$ cat src/rtl/ascii_text_scroller_pkg.sv
// Shared types and constants for the ASCII marquee scroller.
// Used by the top, its interface and the step timer.
package scroller_pkg;

  typedef logic [7:0] char_t;

  localparam char_t ASCII_SPACE = 8'h20;

  typedef enum logic {
    SCROLL,
    DWELL
  } scroll_state_e;

  function automatic int pos_w(int n);
    return (n > 1) ? $clog2(n) : 1;
  endfunction

endpackage

$ cat src/rtl/ascii_text_scroller_if.sv
// Message/control inputs and window/position outputs of the scroller.
// The master drives the controls; the slave is the scroller itself.
interface ascii_text_scroller_if #(
  parameter int MSG_LEN       = 16,
  parameter int DISPLAY_COUNT = 8
);
  localparam int POS_W = scroller_pkg::pos_w(MSG_LEN);

  logic [8*MSG_LEN-1:0]       message;
  logic                       load;
  logic                       run;
  logic                       dir;
  logic [8*DISPLAY_COUNT-1:0] window;
  logic [POS_W-1:0]           pos;
  logic                       step;
  logic                       wrap;

  modport master (
    output message, load, run, dir,
    input  window, pos, step, wrap
  );

  modport slave (
    input  message, load, run, dir,
    output window, pos, step, wrap
  );
endinterface

$ cat src/rtl/ascii_text_scroller_step_timer.sv
// Prescaler counting 0..STEP_CYCLES-1 while enabled.
// The terminal count yields a one-cycle tick and restarts at 0.
module step_timer #(
  parameter int STEP_CYCLES = 50_000_000
) (
  input  logic clk,
  input  logic reset_n,
  input  logic i_enable,
  input  logic i_clear,
  output logic o_tick
);
  import scroller_pkg::*;

  localparam int CW = pos_w(STEP_CYCLES);

  logic [CW-1:0] r_count;

  assign o_tick = i_enable &&
                  (r_count == CW'(STEP_CYCLES - 1));

  always_ff @(posedge clk) begin
    if (!reset_n) begin
      r_count <= '0;
    end else if (i_clear || o_tick) begin
      r_count <= '0;
    end else if (i_enable) begin
      r_count <= r_count + 1'b1;
    end
  end
endmodule

$ cat src/rtl/ascii_text_scroller.sv
// Circular sliding-window marquee over a loaded ASCII message.
// Define SCROLL_PAUSE_EN to dwell PAUSE_STEPS ticks at position 0.
module ascii_text_scroller #(
  parameter int MSG_LEN       = 16,
  parameter int DISPLAY_COUNT = 8,
  parameter int STEP_CYCLES   = 50_000_000,
  parameter int PAUSE_STEPS   = 4
) (
  input  logic                  clk,
  input  logic                  reset_n,
  ascii_text_scroller_if.slave  bus
);
  import scroller_pkg::*;

  localparam int POS_W = pos_w(MSG_LEN);
  localparam bit CFG_OK = (MSG_LEN >= 1) &&
                          (STEP_CYCLES >= 2) &&
                          (PAUSE_STEPS >= 1);

  char_t            r_msg [MSG_LEN];
  logic [POS_W-1:0] r_pos;
  logic             r_step;
  logic             r_wrap;
  scroll_state_e    r_state;

  logic [POS_W-1:0] w_pos_nxt;
  logic             w_step_nxt;
  logic             w_wrap_nxt;
  scroll_state_e    w_state_nxt;
  logic             w_tick;
  logic             w_move;
  logic [8*DISPLAY_COUNT-1:0] w_window;

  step_timer #(
    .STEP_CYCLES(STEP_CYCLES)
  ) u_timer (
    .clk      (clk),
    .reset_n  (reset_n),
    .i_enable (bus.run),
    .i_clear  (bus.load),
    .o_tick   (w_tick)
  );

  function automatic logic [POS_W-1:0] win_idx(
    logic [POS_W-1:0] p, int k
  );
    return POS_W'((int'(p) + k) % MSG_LEN);
  endfunction

  assign w_move = CFG_OK && w_tick && !bus.load &&
                  (r_state == SCROLL);

`ifdef SCROLL_PAUSE_EN
  localparam int DW_W = pos_w(PAUSE_STEPS);

  logic [DW_W-1:0] r_dwell;
  logic            w_dwell_last;

  assign w_dwell_last = (r_dwell == DW_W'(PAUSE_STEPS - 1));

  always_ff @(posedge clk) begin
    if (!reset_n) begin
      r_dwell <= '0;
    end else if (bus.load || r_state == SCROLL) begin
      r_dwell <= '0;
    end else if (w_tick) begin
      r_dwell <= w_dwell_last ? '0 : r_dwell + 1'b1;
    end
  end
`endif

  always_ff @(posedge clk) begin
    if (!reset_n) begin
      r_state <= SCROLL;
    end else begin
      r_state <= w_state_nxt;
    end
  end

  always_comb begin
    w_state_nxt = r_state;
`ifdef SCROLL_PAUSE_EN
    unique case (1'b1)
      bus.load:                w_state_nxt = DWELL;
      w_move && w_wrap_nxt:    w_state_nxt = DWELL;
      !bus.load && w_tick &&
        r_state == DWELL &&
        w_dwell_last:          w_state_nxt = SCROLL;
      default: ;
    endcase
`endif
  end

  always_comb begin
    w_pos_nxt  = r_pos;
    w_step_nxt = 1'b0;
    w_wrap_nxt = 1'b0;
    unique case (1'b1)
      bus.load: w_pos_nxt = '0;
      w_move: begin
        if (bus.dir) begin
          w_pos_nxt = (r_pos == '0) ?
                      POS_W'(MSG_LEN - 1) : r_pos - 1'b1;
        end else begin
          w_pos_nxt = (r_pos == POS_W'(MSG_LEN - 1)) ?
                      '0 : r_pos + 1'b1;
        end
        w_step_nxt = 1'b1;
        w_wrap_nxt = (w_pos_nxt == '0);
      end
      default: ;
    endcase
  end

  always_ff @(posedge clk) begin
    if (!reset_n) begin
      for (int i = 0; i < MSG_LEN; i++) begin
        r_msg[i] <= ASCII_SPACE;
      end
      r_pos  <= '0;
      r_step <= 1'b0;
      r_wrap <= 1'b0;
    end else begin
      if (bus.load) begin
        for (int i = 0; i < MSG_LEN; i++) begin
          r_msg[i] <= bus.message[8*(MSG_LEN-i)-1 -: 8];
        end
      end
      r_pos  <= w_pos_nxt;
      r_step <= w_step_nxt;
      r_wrap <= w_wrap_nxt;
    end
  end

  always_comb begin
    w_window = '0;
    for (int k = 0; k < DISPLAY_COUNT; k++) begin
      w_window[8*(DISPLAY_COUNT-k)-1 -: 8] = r_msg[win_idx(r_pos, k)];
    end
  end

  assign bus.window = w_window;
  assign bus.pos    = r_pos;
  assign bus.step   = r_step;
  assign bus.wrap   = r_wrap;
endmodule

$ cat src/flat_wrapper.sv
// flat-port wrapper written by rule: the top's interface ports become plain ports
module ascii_text_scroller_flat import scroller_pkg::*;
#(
  parameter int MSG_LEN       = 16,
  parameter int DISPLAY_COUNT = 8,
  parameter int STEP_CYCLES   = 50_000_000,
  parameter int PAUSE_STEPS   = 4
)
  (clk, reset_n, bus_message, bus_load, bus_run, bus_dir, bus_window, bus_pos, bus_step, bus_wrap);
  ascii_text_scroller_if #(.MSG_LEN(MSG_LEN), .DISPLAY_COUNT(DISPLAY_COUNT)) bus_i ();
  input  logic clk;
  input  logic reset_n;
  input wire logic [$bits(bus_i.message)-1:0] bus_message;
  input wire logic [$bits(bus_i.load)-1:0] bus_load;
  input wire logic [$bits(bus_i.run)-1:0] bus_run;
  input wire logic [$bits(bus_i.dir)-1:0] bus_dir;
  output wire logic [$bits(bus_i.window)-1:0] bus_window;
  output wire logic [$bits(bus_i.pos)-1:0] bus_pos;
  output wire logic [$bits(bus_i.step)-1:0] bus_step;
  output wire logic [$bits(bus_i.wrap)-1:0] bus_wrap;
  assign bus_i.message = bus_message;
  assign bus_i.load = bus_load;
  assign bus_i.run = bus_run;
  assign bus_i.dir = bus_dir;
  assign bus_window = bus_i.window;
  assign bus_pos = bus_i.pos;
  assign bus_step = bus_i.step;
  assign bus_wrap = bus_i.wrap;
  ascii_text_scroller #(.MSG_LEN(MSG_LEN), .DISPLAY_COUNT(DISPLAY_COUNT), .STEP_CYCLES(STEP_CYCLES), .PAUSE_STEPS(PAUSE_STEPS)) u_core (.clk(clk), .reset_n(reset_n), .bus(bus_i));
endmodule
$ cat config.mk
export PLATFORM = sky130hd
export DESIGN_NAME = ascii_text_scroller_flat
export DESIGN_NICKNAME = d
export VERILOG_FILES = /design/src/rtl/ascii_text_scroller_pkg.sv /design/src/rtl/ascii_text_scroller_if.sv /design/src/rtl/ascii_text_scroller_step_timer.sv /design/src/rtl/ascii_text_scroller.sv /design/src/flat_wrapper.sv
export SDC_FILE = /design/constraint.sdc
export NUM_CORES = 1
export LEC_CHECK = 0
export CORE_UTILIZATION = 55
export CTS_CLUSTER_SIZE = 10
export DETAILED_ROUTE_END_ITERATION = 10
export DONT_BUFFER_PORTS = 1
export GPL_ROUTABILITY_DRIVEN = 0
export PLACE_DENSITY = 0.7
export RECOVER_POWER = 100
export SLEW_MARGIN = 10
export SYNTH_ARGS = -nofsm -noshare
export SYNTH_HDL_FRONTEND = slang
export SYNTH_SLANG_ARGS = --single-unit
$ cat constraint.sdc
create_clock -name clk -period 11.27 [get_ports clk]
set_input_delay 2.254 -clock clk [delete_from_list [all_inputs] [get_ports clk]]
set_output_delay 2.254 -clock clk [all_outputs]
set_load 0.005 [all_outputs]
==> results.md <==
* Share of cells above drive strength 1 at between 30 and 40%
* Gr usage total at 31.1%
* Worst-margin pin slew at 4.71 ns
* Violated checks: capacitance limit, slew limit
* Clk_skew at 0.00922 ns
* Synth-to-layout area growth at 6.03%
* Final Slew Violations at 323
* Most frequent cell after synthesis: mux4_2
* Synthesis Warnings at 0
* Clock transition at path regs at about 0.070 ns
* Post-synthesis register bit count at roughly 160
* DP HPWL at 23500 µm
* Initial DRC Count at 900
* Complex-gate fraction of the synthesized area at 3.08%
* Seq/Total Area, Yosys at 38.2%
* Register area at 4560 µm²
* Final Hold Viols at 0
* Starting Density at 56.5%
* Routed len/inst at about 32 µm
* Tcrit/Tclk final at 76.5%
* Dominant cells by area after synthesis: mux4_2 40%, edfxtp_1 32%, dfxtp_1 6.0%
* Fin crit period at 8.62 ns
* Chip height at 149 µm
* CTS tree: yes
* Via/cell ratio at about 7.8
* EDFF count, synth at 128
* # resized after CTS at 0
* Setup CP Type: reg2out
* Root buffer cell: clkbuf_16
* Port Buffer Count at 0
* First-pass GRT wire length at 50000 µm
* Vias in the first global route at just over 8000
* Cell Pwr Density at 118 nW/µm²
* Total CTS buffers at 17
* Post-synth net total at 947
* Total of max-cap violations at 8
* Hold Crit Depth at 2
* Post-Route WL at 33800 µm
* Cell Rows at 53
* Yosys top cell by area: mux4_2
* Final setup fails at 0
* Worst hold margin at 0.501 ns
* Hold-fix buffers, CTS at 0
* Post-Synth Adder-Cell Area at under 10%
* Met1 Use GR at between 40% and 50%
* Grt ovf at 0
* List of most frequent post-synthesis cells: 214 x mux4_2, 128 x edfxtp_1, 74 x and3_1, 51 x and2_1
* FILL cells at 1563
* Initial antenna violation count at 6
* Post-synthesis simple-gate area fraction at between 10% and 20%
* Worst EP arrival at 6.37 ns
* Slew HR at -214%
* Max Freq at roughly 120 MHz
* Final net count at 903
* Mapped Area at 12000 µm²
* Top Ports at 203
* Chip Width at around 150 µm
* CTS Sinks at between 150 and 200
* LEAKAGE at slightly above 0.004 µW
* Worst Path Max Fanout at slightly below 70
* Main flop type after synthesis: edfxtp_1
* R2R setup slack at between 6 and 7 ns
* Total number of vias at 8250
* H-tree Lvls at 4
* Largest net degree at the start of global routing at 121
* Critical hold path startpoint: u_core.u_timer.r_count[23]$_SDFFE_PP0P_
* Reg2Reg Depth at 6
* DR pass1 iterations at 5
* Final setup TNS at 0 ns
* Multi-input gate area at 7060 µm²
* Share of flip-flops with an asynchronous set or reset at 0%
* Met2 Track Usage GR at 45.4%
* Syn avg cell area at 14.9 µm²
* Post-synthesis share of cell area spent on xor and xnor gates at 1.61%
* Mux share of post-synthesis cell area at 40.8%
* Status: finished, violations left
* RSZ-0062 raised after global routing: no
* R2R Path Start: u_core.bus.pos[1]$_SDFFE_PN0N_
* Worst vdd ir at between 0.0001 and 0.00015 V
* Largest family of logic cells by synthesized area: multiplexers
* Final core utilization at 59.9%
* Post-Synthesis Cells at 803
* GR Layer Usage met3 at 10.7%
* Core area at 21200 µm²
* Post-synth cell types at 46
* Crit start category: flip-flop
* Global routing's busiest layer: met2
* Post-route insts no fill at 1051
* Area share of the largest cell type after synthesis at 40.3%
* Clock Tree Buf Depth at 2
* Drt drc at 0
* Crit end category: output pin
* Worst min path class: reg2reg
* Worst path required time at 9.02 ns
* Clk_lat worst skew at 0.44 ns
* Hold Path End: u_core.u_timer.r_count[23]$_SDFFE_PP0P_
* Setup Buffers After CTS at 0
* Die ar. at 22300 µm²
* Antenna-violating nets left at 0
* Placed cells at 1015
## layout by cell type, fill, tap and decap left out, types with 10 or more instances in the layout
cell	count
mux4_2	214
and2_1	21
edfxtp_1	128
clkbuf_16	17
ha_1	10
and2_0	30
inv_1	10
nor2_1	19
a21oi_1	18
nand2_1	29
or2_2	11
and3_1	74
nand4_1	10
dfxtp_1	36
## per-stage QoR
step           area (µm²)  power (µW)  worst slack [ns]
2_1_floorplan       12000         875              5.49
3_3_place_gp        12100         914              5.59
3_5_place_dp        12100         923              5.48
4_1_cts             12700        1500              4.99
5_1_grt             12700        1540              2.42
6_report            12700        1500              2.65
## metal layers
metal / vias up / share of wire [%] / wire length, µm
met5: - / 0.068 / 23
met4: 4 / 3.7 / 1270
met3: 90 / 13 / 4520
met2: 655 / 46 / 15500
met1: 4202 / 37 / 12500
li1: 3299 / - / -
## cell families after synthesis
kind of cell,count (synthesis)
XOR/XNOR,22
AND/OR/NAND/NOR,244
multiplexers,217
buffers and inverters,87
AO/OA/AOI/OAI,58
adder cells (fa/ha/maj),11
flip-flops,164
## report_power, final
group	switching [µW]	internal (µW)	total, µW
Sequential	58.8	701	760
Combinational	63.2	96.5	160
Clock	284	298	582
Total	406	1090	1500
## sequential cells by signal, summed over array words and instances, names as in the netlist, named ones only
name and cells:
u_core.bus.pos 4, u_core.bus.step 1, u_core.bus.wrap 1, u_core.r_msg 128
u_core.u_timer.r_count 26
## worst max-delay path: stages (launching register included)
cell and delay (ns):
dfxtp_1 0.33, clkbuf_1 2.84, ha_1 0.70, xor2_1 1.33, mux4_2 0.70
## area by class of cell
| type | instances | area share, % |
|---|---|---|
| Multi-Input combinational cell | 552 | 55.7 |
| Sequential cell | 164 | 36.0 |
| Clock buffer | 17 | 3.36 |
| Tap cell | 275 | 2.71 |
| Clock inverter | 15 | 1.24 |
| Timing Repair Buffer | 13 | 0.622 |
| Inverter | 11 | 0.336 |
| Antenna cell | 4 | 0.0789 |
## worst max-delay path by stage
stage,start,slack [ns],cells past startpoint,end
floorplan,bus_load,5.49,5,u_core.bus.wrap$_SDFF_PN0_
global placement,u_core.bus.pos[0]$_SDFFE_PN0N_,5.59,4,bus_window[41]
detailed placement,u_core.bus.pos[0]$_SDFFE_PN0N_,5.48,4,bus_window[9]
CTS,u_core.bus.pos[0]$_SDFFE_PN0N_,4.99,4,bus_window[9]
global route,u_core.bus.pos[1]$_SDFFE_PN0N_,2.42,4,bus_window[49]
finish,u_core.bus.pos[1]$_SDFFE_PN0N_,2.65,4,bus_window[49]
Power figures use the tool's default switching activity.
